### src/rtl/uart_device.sv
// Memory-mapped 8N1 UART: 16-bit register interface, one-byte TX holding register,
// 2-flop synchronized receiver feeding a small circular FIFO. Reads are registered.
module uart_device #(
    parameter logic [15:0] DIVISOR_INIT = 16'd104,
    parameter int          RX_DEPTH     = 4
) (
    input  logic        clock,
    input  logic        reset,
    input  logic        write_enable,
    input  logic [15:0] address,
    input  logic [15:0] data_in,
    output logic [15:0] data_out,
    input  logic        rx,
    output logic        tx
);
    localparam int PW = $clog2(RX_DEPTH);
    localparam logic [PW:0] FIFO_FULL = RX_DEPTH[PW:0];

    typedef enum logic [1:0] {IDLE, START, DATA, STOP} state_t;

    logic [15:0] divisor_reg, data_out_reg, read_data;
    logic [7:0]  hold_reg;
    logic        hold_full_reg, overrun_reg, frame_err_reg;

    state_t      tx_state_reg, tx_state_next;
    logic [15:0] tx_cnt_reg, tx_cnt_next;
    logic [2:0]  tx_bit_reg, tx_bit_next;
    logic [7:0]  tx_shift_reg, tx_shift_next;
    logic        tx_reg, tx_next, tx_load;

    logic        rx_meta_reg, rx_sync_reg, rx_prev_reg;
    state_t      rx_state_reg, rx_state_next;
    logic [15:0] rx_cnt_reg, rx_cnt_next;
    logic [2:0]  rx_bit_reg, rx_bit_next;
    logic [7:0]  rx_shift_reg, rx_shift_next;
    logic        rx_push, rx_ferr_set;

    logic [7:0]  rx_mem [RX_DEPTH];
    logic [PW-1:0] wr_ptr_reg, rd_ptr_reg;
    logic [PW:0]   count_reg;

    logic unused_addr;
    assign unused_addr = ^address[15:2];

    wire wr_status = write_enable && (address[1:0] == 2'd0);
    wire wr_txdata = write_enable && (address[1:0] == 2'd1);
    wire wr_rxdata = write_enable && (address[1:0] == 2'd2);
    wire wr_div    = write_enable && (address[1:0] == 2'd3);

    wire        tx_ready = !hold_full_reg;
    wire        tx_busy  = (tx_state_reg != IDLE);
    wire        rx_valid = (count_reg != '0);
    wire        fifo_full = (count_reg == FIFO_FULL);
    wire        pop = wr_rxdata && rx_valid;
    // A push into a full FIFO still succeeds when a pop frees the slot in the same cycle.
    wire        push_ok = rx_push && (!fifo_full || pop);
    wire        overrun_set = rx_push && fifo_full && !pop;
    wire [15:0] div_m1  = divisor_reg - 16'd1;
    wire [15:0] half_m1 = (divisor_reg >> 1) - 16'd1;
    wire        rx_fall = rx_prev_reg && !rx_sync_reg;

    always_comb begin
        read_data = 16'h0000;
        case (address[1:0])
            2'd0: read_data = {8'(count_reg), 3'b000, frame_err_reg, tx_busy,
                               overrun_reg, rx_valid, tx_ready};
            2'd2: read_data = rx_valid ? {8'h00, rx_mem[rd_ptr_reg]} : 16'h0000;
            2'd3: read_data = divisor_reg;
            default: read_data = 16'h0000;
        endcase
    end

    // Transmitter: the bit counter reloads from the live divisor at each bit boundary.
    always_comb begin
        tx_state_next = tx_state_reg;
        tx_cnt_next   = tx_cnt_reg;
        tx_bit_next   = tx_bit_reg;
        tx_shift_next = tx_shift_reg;
        tx_next       = tx_reg;
        tx_load       = 1'b0;
        case (tx_state_reg)
            IDLE: tx_load = hold_full_reg;
            START: begin
                if (tx_cnt_reg == 16'd0) begin
                    tx_state_next = DATA;
                    tx_cnt_next   = div_m1;
                    tx_bit_next   = 3'd0;
                    tx_next       = tx_shift_reg[0];
                end else begin
                    tx_cnt_next = tx_cnt_reg - 16'd1;
                end
            end
            DATA: begin
                if (tx_cnt_reg == 16'd0) begin
                    tx_cnt_next = div_m1;
                    if (tx_bit_reg == 3'd7) begin
                        tx_state_next = STOP;
                        tx_next       = 1'b1;
                    end else begin
                        tx_bit_next   = tx_bit_reg + 3'd1;
                        tx_shift_next = {1'b0, tx_shift_reg[7:1]};
                        tx_next       = tx_shift_reg[1];
                    end
                end else begin
                    tx_cnt_next = tx_cnt_reg - 16'd1;
                end
            end
            STOP: begin
                if (tx_cnt_reg == 16'd0) begin
                    if (hold_full_reg) tx_load = 1'b1;
                    else               tx_state_next = IDLE;
                end else begin
                    tx_cnt_next = tx_cnt_reg - 16'd1;
                end
            end
            default: tx_state_next = IDLE;
        endcase
        if (tx_load) begin
            tx_state_next = START;
            tx_shift_next = hold_reg;
            tx_cnt_next   = div_m1;
            tx_next       = 1'b0;
        end
    end

    // Receiver: samples land mid-bit, DIVISOR/2 after the detected falling edge.
    always_comb begin
        rx_state_next = rx_state_reg;
        rx_cnt_next   = rx_cnt_reg;
        rx_bit_next   = rx_bit_reg;
        rx_shift_next = rx_shift_reg;
        rx_push       = 1'b0;
        rx_ferr_set   = 1'b0;
        case (rx_state_reg)
            IDLE: begin
                if (rx_fall) begin
                    rx_state_next = START;
                    rx_cnt_next   = half_m1;
                end
            end
            START: begin
                if (rx_cnt_reg == 16'd0) begin
                    rx_state_next = rx_sync_reg ? IDLE : DATA;
                    rx_cnt_next   = div_m1;
                    rx_bit_next   = 3'd0;
                end else begin
                    rx_cnt_next = rx_cnt_reg - 16'd1;
                end
            end
            DATA: begin
                if (rx_cnt_reg == 16'd0) begin
                    rx_shift_next = {rx_sync_reg, rx_shift_reg[7:1]};
                    rx_cnt_next   = div_m1;
                    rx_bit_next   = rx_bit_reg + 3'd1;
                    if (rx_bit_reg == 3'd7) rx_state_next = STOP;
                end else begin
                    rx_cnt_next = rx_cnt_reg - 16'd1;
                end
            end
            STOP: begin
                if (rx_cnt_reg == 16'd0) begin
                    rx_state_next = IDLE;
                    rx_push       = rx_sync_reg;
                    rx_ferr_set   = !rx_sync_reg;
                end else begin
                    rx_cnt_next = rx_cnt_reg - 16'd1;
                end
            end
            default: rx_state_next = IDLE;
        endcase
    end

    always_ff @(posedge clock or negedge reset) begin
        if (!reset) begin
            divisor_reg   <= DIVISOR_INIT;
            data_out_reg  <= 16'h0000;
            hold_reg      <= 8'h00;
            hold_full_reg <= 1'b0;
            overrun_reg   <= 1'b0;
            frame_err_reg <= 1'b0;
            tx_state_reg  <= IDLE;
            tx_cnt_reg    <= 16'd0;
            tx_bit_reg    <= 3'd0;
            tx_shift_reg  <= 8'h00;
            tx_reg        <= 1'b1;
            rx_meta_reg   <= 1'b1;
            rx_sync_reg   <= 1'b1;
            rx_prev_reg   <= 1'b1;
            rx_state_reg  <= IDLE;
            rx_cnt_reg    <= 16'd0;
            rx_bit_reg    <= 3'd0;
            rx_shift_reg  <= 8'h00;
            wr_ptr_reg    <= '0;
            rd_ptr_reg    <= '0;
            count_reg     <= '0;
        end else begin
            data_out_reg <= read_data;
            if (wr_div) divisor_reg <= (data_in < 16'd2) ? 16'd2 : data_in;
            if (tx_load) begin
                hold_full_reg <= 1'b0;
            end else if (wr_txdata && tx_ready) begin
                hold_reg      <= data_in[7:0];
                hold_full_reg <= 1'b1;
            end
            if (overrun_set)                    overrun_reg <= 1'b1;
            else if (wr_status && data_in[2])   overrun_reg <= 1'b0;
            if (rx_ferr_set)                    frame_err_reg <= 1'b1;
            else if (wr_status && data_in[4])   frame_err_reg <= 1'b0;
            tx_state_reg <= tx_state_next;
            tx_cnt_reg   <= tx_cnt_next;
            tx_bit_reg   <= tx_bit_next;
            tx_shift_reg <= tx_shift_next;
            tx_reg       <= tx_next;
            rx_meta_reg  <= rx;
            rx_sync_reg  <= rx_meta_reg;
            rx_prev_reg  <= rx_sync_reg;
            rx_state_reg <= rx_state_next;
            rx_cnt_reg   <= rx_cnt_next;
            rx_bit_reg   <= rx_bit_next;
            rx_shift_reg <= rx_shift_next;
            if (push_ok) wr_ptr_reg <= wr_ptr_reg + PW'(1);
            if (pop)     rd_ptr_reg <= rd_ptr_reg + PW'(1);
            count_reg <= count_reg + (PW+1)'(push_ok) - (PW+1)'(pop);
        end
    end

    always_ff @(posedge clock) begin
        if (push_ok) rx_mem[wr_ptr_reg] <= rx_shift_reg;
    end

    assign data_out = data_out_reg;
    assign tx       = tx_reg;
endmodule

### config.mk
export PLATFORM = sky130hd
export DESIGN_NAME = uart_device
export DESIGN_NICKNAME = d
export VERILOG_FILES = /design/src/rtl/uart_device.sv
export SDC_FILE = /design/constraint.sdc
export NUM_CORES = 1
export LEC_CHECK = 0
export ABC_AREA = 0
export CORE_UTILIZATION = 45
export DETAILED_ROUTE_END_ITERATION = 8
export GPL_ROUTABILITY_DRIVEN = 1
export GPL_TIMING_DRIVEN = 0
export PLACE_DENSITY_LB_ADDON = 0.2
export SETUP_SLACK_MARGIN = 0.02
export SLEW_MARGIN = 20
export SYNTH_ARGS = -nofsm -noshare
export SYNTH_HDL_FRONTEND = slang
export SYNTH_SLANG_ARGS = --single-unit
### constraint.sdc
create_clock -name clock -period 3.8 [get_ports clock]
set_input_delay 0.95 -clock clock [delete_from_list [all_inputs] [get_ports clock]]
set_output_delay 0.95 -clock clock [all_outputs]
set_load 0.05 [all_outputs]
==> metrics.md <==
| Metric | Value |
|---|---|
| GP Congestion | around 0.9 |
| CP top delay family | adder cells |
| Drt drc | 0 |
| CTS sink count | 144 |
| Vias | between 5,000 and 6,000 |
| First-pass GRT wire length | slightly above 30,000 um |
| Design Area, Final | 8870 um^2 |
| Grt ovf | 0 |
| Row count | between 40 and 50 |
| Die Y | 132 um |
| Setup crit start kind | register |
| Final min period | ~3.5 ns |
| Largest register by flop count | rx_mem |
| CP Class | reg -> reg |
| CP Data Arrival Time | 3.77 ns |
| Mapped Cells | 722 |
| Leading area contributor after synthesis | dfrtp_1 |
| Synthesis-stage register bit count | approximately 140 |
| Root buf cell | clkbuf_16 |
| Area taken by multi-input logic gates | approximately 3500 um^2 |
| Skew final | approximately 0.0098 ns |
| Final period util | 0.911 |
| Gr usage total | 0.230 |
| 1st-iter DRT viols | between 400 and 500 |
| Synth cell types | 76 |
| First-pass DRT Iterations | 5 |
| Slew margin rel. | 0.283 |
| Synth top area cells | dfrtp_1 35%, edfxtp_1 13%, nand2_1 4.1% |
| RSZ-0062 raised after global routing | no |
| CP Cell Sequence | inv_1 -> ha_1 -> or4b_1 -> buf_6 -> nor4b_4 -> buf_4 -> nand3_1 -> nor2b_1 -> buf_2 -> inv_1 -> ha_1 -> inv_1 -> ha_1 -> fa_1 -> xnor2_1 |
| Synthesized Nets | 783 |
| Clk slew on worst S/H paths | roughly 0.06 ns |
| Ant. Diodes | 0 |
| Post-synth EDFFs | 32 |
| Number of port buffers | 37 |
| Prevailing post-synth register cell | dfrtp_1 |
| Ports | 53 |
| Max incr delay on CP | between 0.4 and 0.5 ns |
| Die ar. | 17,400 um^2 |
| Fillers | 1,438 |
| Status | finished, final reports clean |
| CTS tree | built |
| Syn Std Cell Area | ~7600 um^2 |
| Worst-Skew Late Latency | 0.43 ns |
| Share of cells above drive strength 1 | 0.122 |
| Crit path max fanout | 9 |
| Final hold violations | 0 |
| Ys Warns | 0 |
| Share of the synthesized area in the top cell type | 0.347 |
| Vias per inst | between 5 and 6 |
| Area grow syn2layout | 17.0% |
| Post-DP HPWL | roughly 14,000 um |
| Top-count cell post-synth | dfrtp_1 |
| HP Class | reg -> reg |
| Final Core Density | 0.537 |
| CTS max path bufs | 2 |
| Setup-failing EPs final | 0 |
| Post-CTS Resized | 0 |
| Top cells by count, synth | 105 x dfrtp_1, 83 x nand2_1, 48 x nor2_1, 39 x o21ai_0, 36 x clkbuf_1 |
| Post-DP Area | slightly above 8000 um^2 |
| Pins Over Slew Limit | 0 |
| Initial Utilization | 0.458 |
| Pin count of the biggest net entering global routing | between 70 and 80 |
| WP data required | just over 4 ns |
| Actual slew at the worst max-slew pin | about 1.1 ns |
| Leakage Power | between 3 and 4 nW |
| VDD IR-drop max | approximately 380 uV |
| Final wirelength | between 15,000 and 20,000 um |
| Drt wl/cell | ~19 um |
| Nets@finish | between 800 and 900 |
| Final ANT Viol Nets | 0 |
| P per Cell Area | between 700 and 800 nW/um^2 |
| Sequential area share after synthesis | 0.498 |
| Fraction of registers with async set/reset | 0.778 |
| Max Cap Viol | 0 |
| Clock buffer count from CTS | 17 |
| Initial antenna violation count | 0 |
| Storage element area | ~3800 um^2 |
| Worst Path Buf+Inv | 6 |
| H-tree depth | 4 |
| Crit path capture type | register |
| Die W | ~130 um |
| CORE AREA | between 15,000 and 20,000 um^2 |
| Slowest-stage cell, CP | or4b_1 |
| Max reg flops | 32 |
| Syn Area/Cell | between 10 and 15 um^2 |
| Fmax | 289 MHz |
| Vias in the first global route | 5,850 |
==> layout by cell type (no fill, tap or decap), drive strengths merged, types with 4 or more instances in the layout <==
cell,instances
mux2,23
nor3,22
nand3b,5
clkdlybuf4s50,36
nor4,18
mux2i,11
nand3,18
nand2,83
dfrtp,105
nand4,4
mux4,8
a21oi,31
o22ai,7
o21ai,41
clkbuf,54
nor4b,4
or4,7
o31ai,8
a22oi,7
ha,24
and2,8
edfxtp,32
inv,34
dfstp,7
a22o,18
nor2b,4
xnor2,18
a221oi,4
clkinv,5
buf,13
and3,7
a31oi,4
xor2,16
or2,6
nor2,49
nand2b,5
==> routing by layer <==
layer,global-route usage,part of all wire,up-vias
met3,0.0481,0.051,34
li1,-,-,2759
met1,0.303,0.45,2942
met4,0.0730,0.019,0
met5,0,0,-
met2,0.379,0.48,174
==> cell families (layout without fill, tap and decap cells) <==
logic type / count (synthesis) / count (layout) / synth area share
AND/OR/NAND/NOR: 249 / 249 / 0.167
AO/OA/AOI/OAI: 159 / 159 / 0.144
flip-flops: 144 / 144 / 0.498
buffers and inverters: 69 / 143 / 0.0372
multiplexers: 42 / 42 / 0.0725
XOR/XNOR: 34 / 34 / 0.0393
adder cells (fa/ha/maj): 25 / 25 / 0.0423
==> power breakdown <==
group          internal [mW]  switching, mW  total, mW
clock network          0.944          0.721       1.66
logic                  0.941           1.35       2.29
registers               1.95          0.340       2.29
==> worst paths after layout <==
kind                                           start                    endpoint  slack, ns  cells past startpoint
setup / recovery           rx_cnt_reg[0]$_DFFE_PN0P_      count_reg[2]$_DFF_PN0_       0.34                     15
hold / removal                 rx_meta_reg$_DFF_PN1_       rx_sync_reg$_DFF_PN1_       0.36                      0
setup reg to reg           rx_cnt_reg[0]$_DFFE_PN0P_      count_reg[2]$_DFF_PN0_       0.34                     15
hold reg to reg                rx_meta_reg$_DFF_PN1_       rx_sync_reg$_DFF_PN1_       0.36                      0
max in group asynchronous                      reset  divisor_reg[3]$_DFFE_PN1P_       2.62                      2
min in group asynchronous                      reset  tx_cnt_reg[10]$_DFFE_PN0P_       0.44                      1
==> final cells by class <==
type	instances	area share
multi-input combinational	509	0.397
clock inverter	14	0.0165
buffer	43	0.0207
clock buffer	18	0.0495
inverter	26	0.0110
tap	220	0.0310
sequential	144	0.425
timing repair buffer	42	0.0484
==> timing repair <==
item	CTS	global route
buffers inserted	0	4
endpoints found under the setup margin	1	2
pin swaps	1	1
hold buffers	0	0
==> per-stage QoR <==
step	power (mW)	hold slack (ns)	cells	setup TNS, ns	setup slack, ns
after global placement	4.48	0.346	979	-282.34	-2.62
after detailed placement	4.57	0.350	980	0	0.0100
after floorplan	3.89	0.345	722	0	0.503
after global routing	6.60	0.371	1016	0	0.172
final	6.24	0.361	1016	0	0.340
after CTS	6.24	0.362	1012	0	0.0425
No activity file was read; power rests on OpenSTA's default activity.
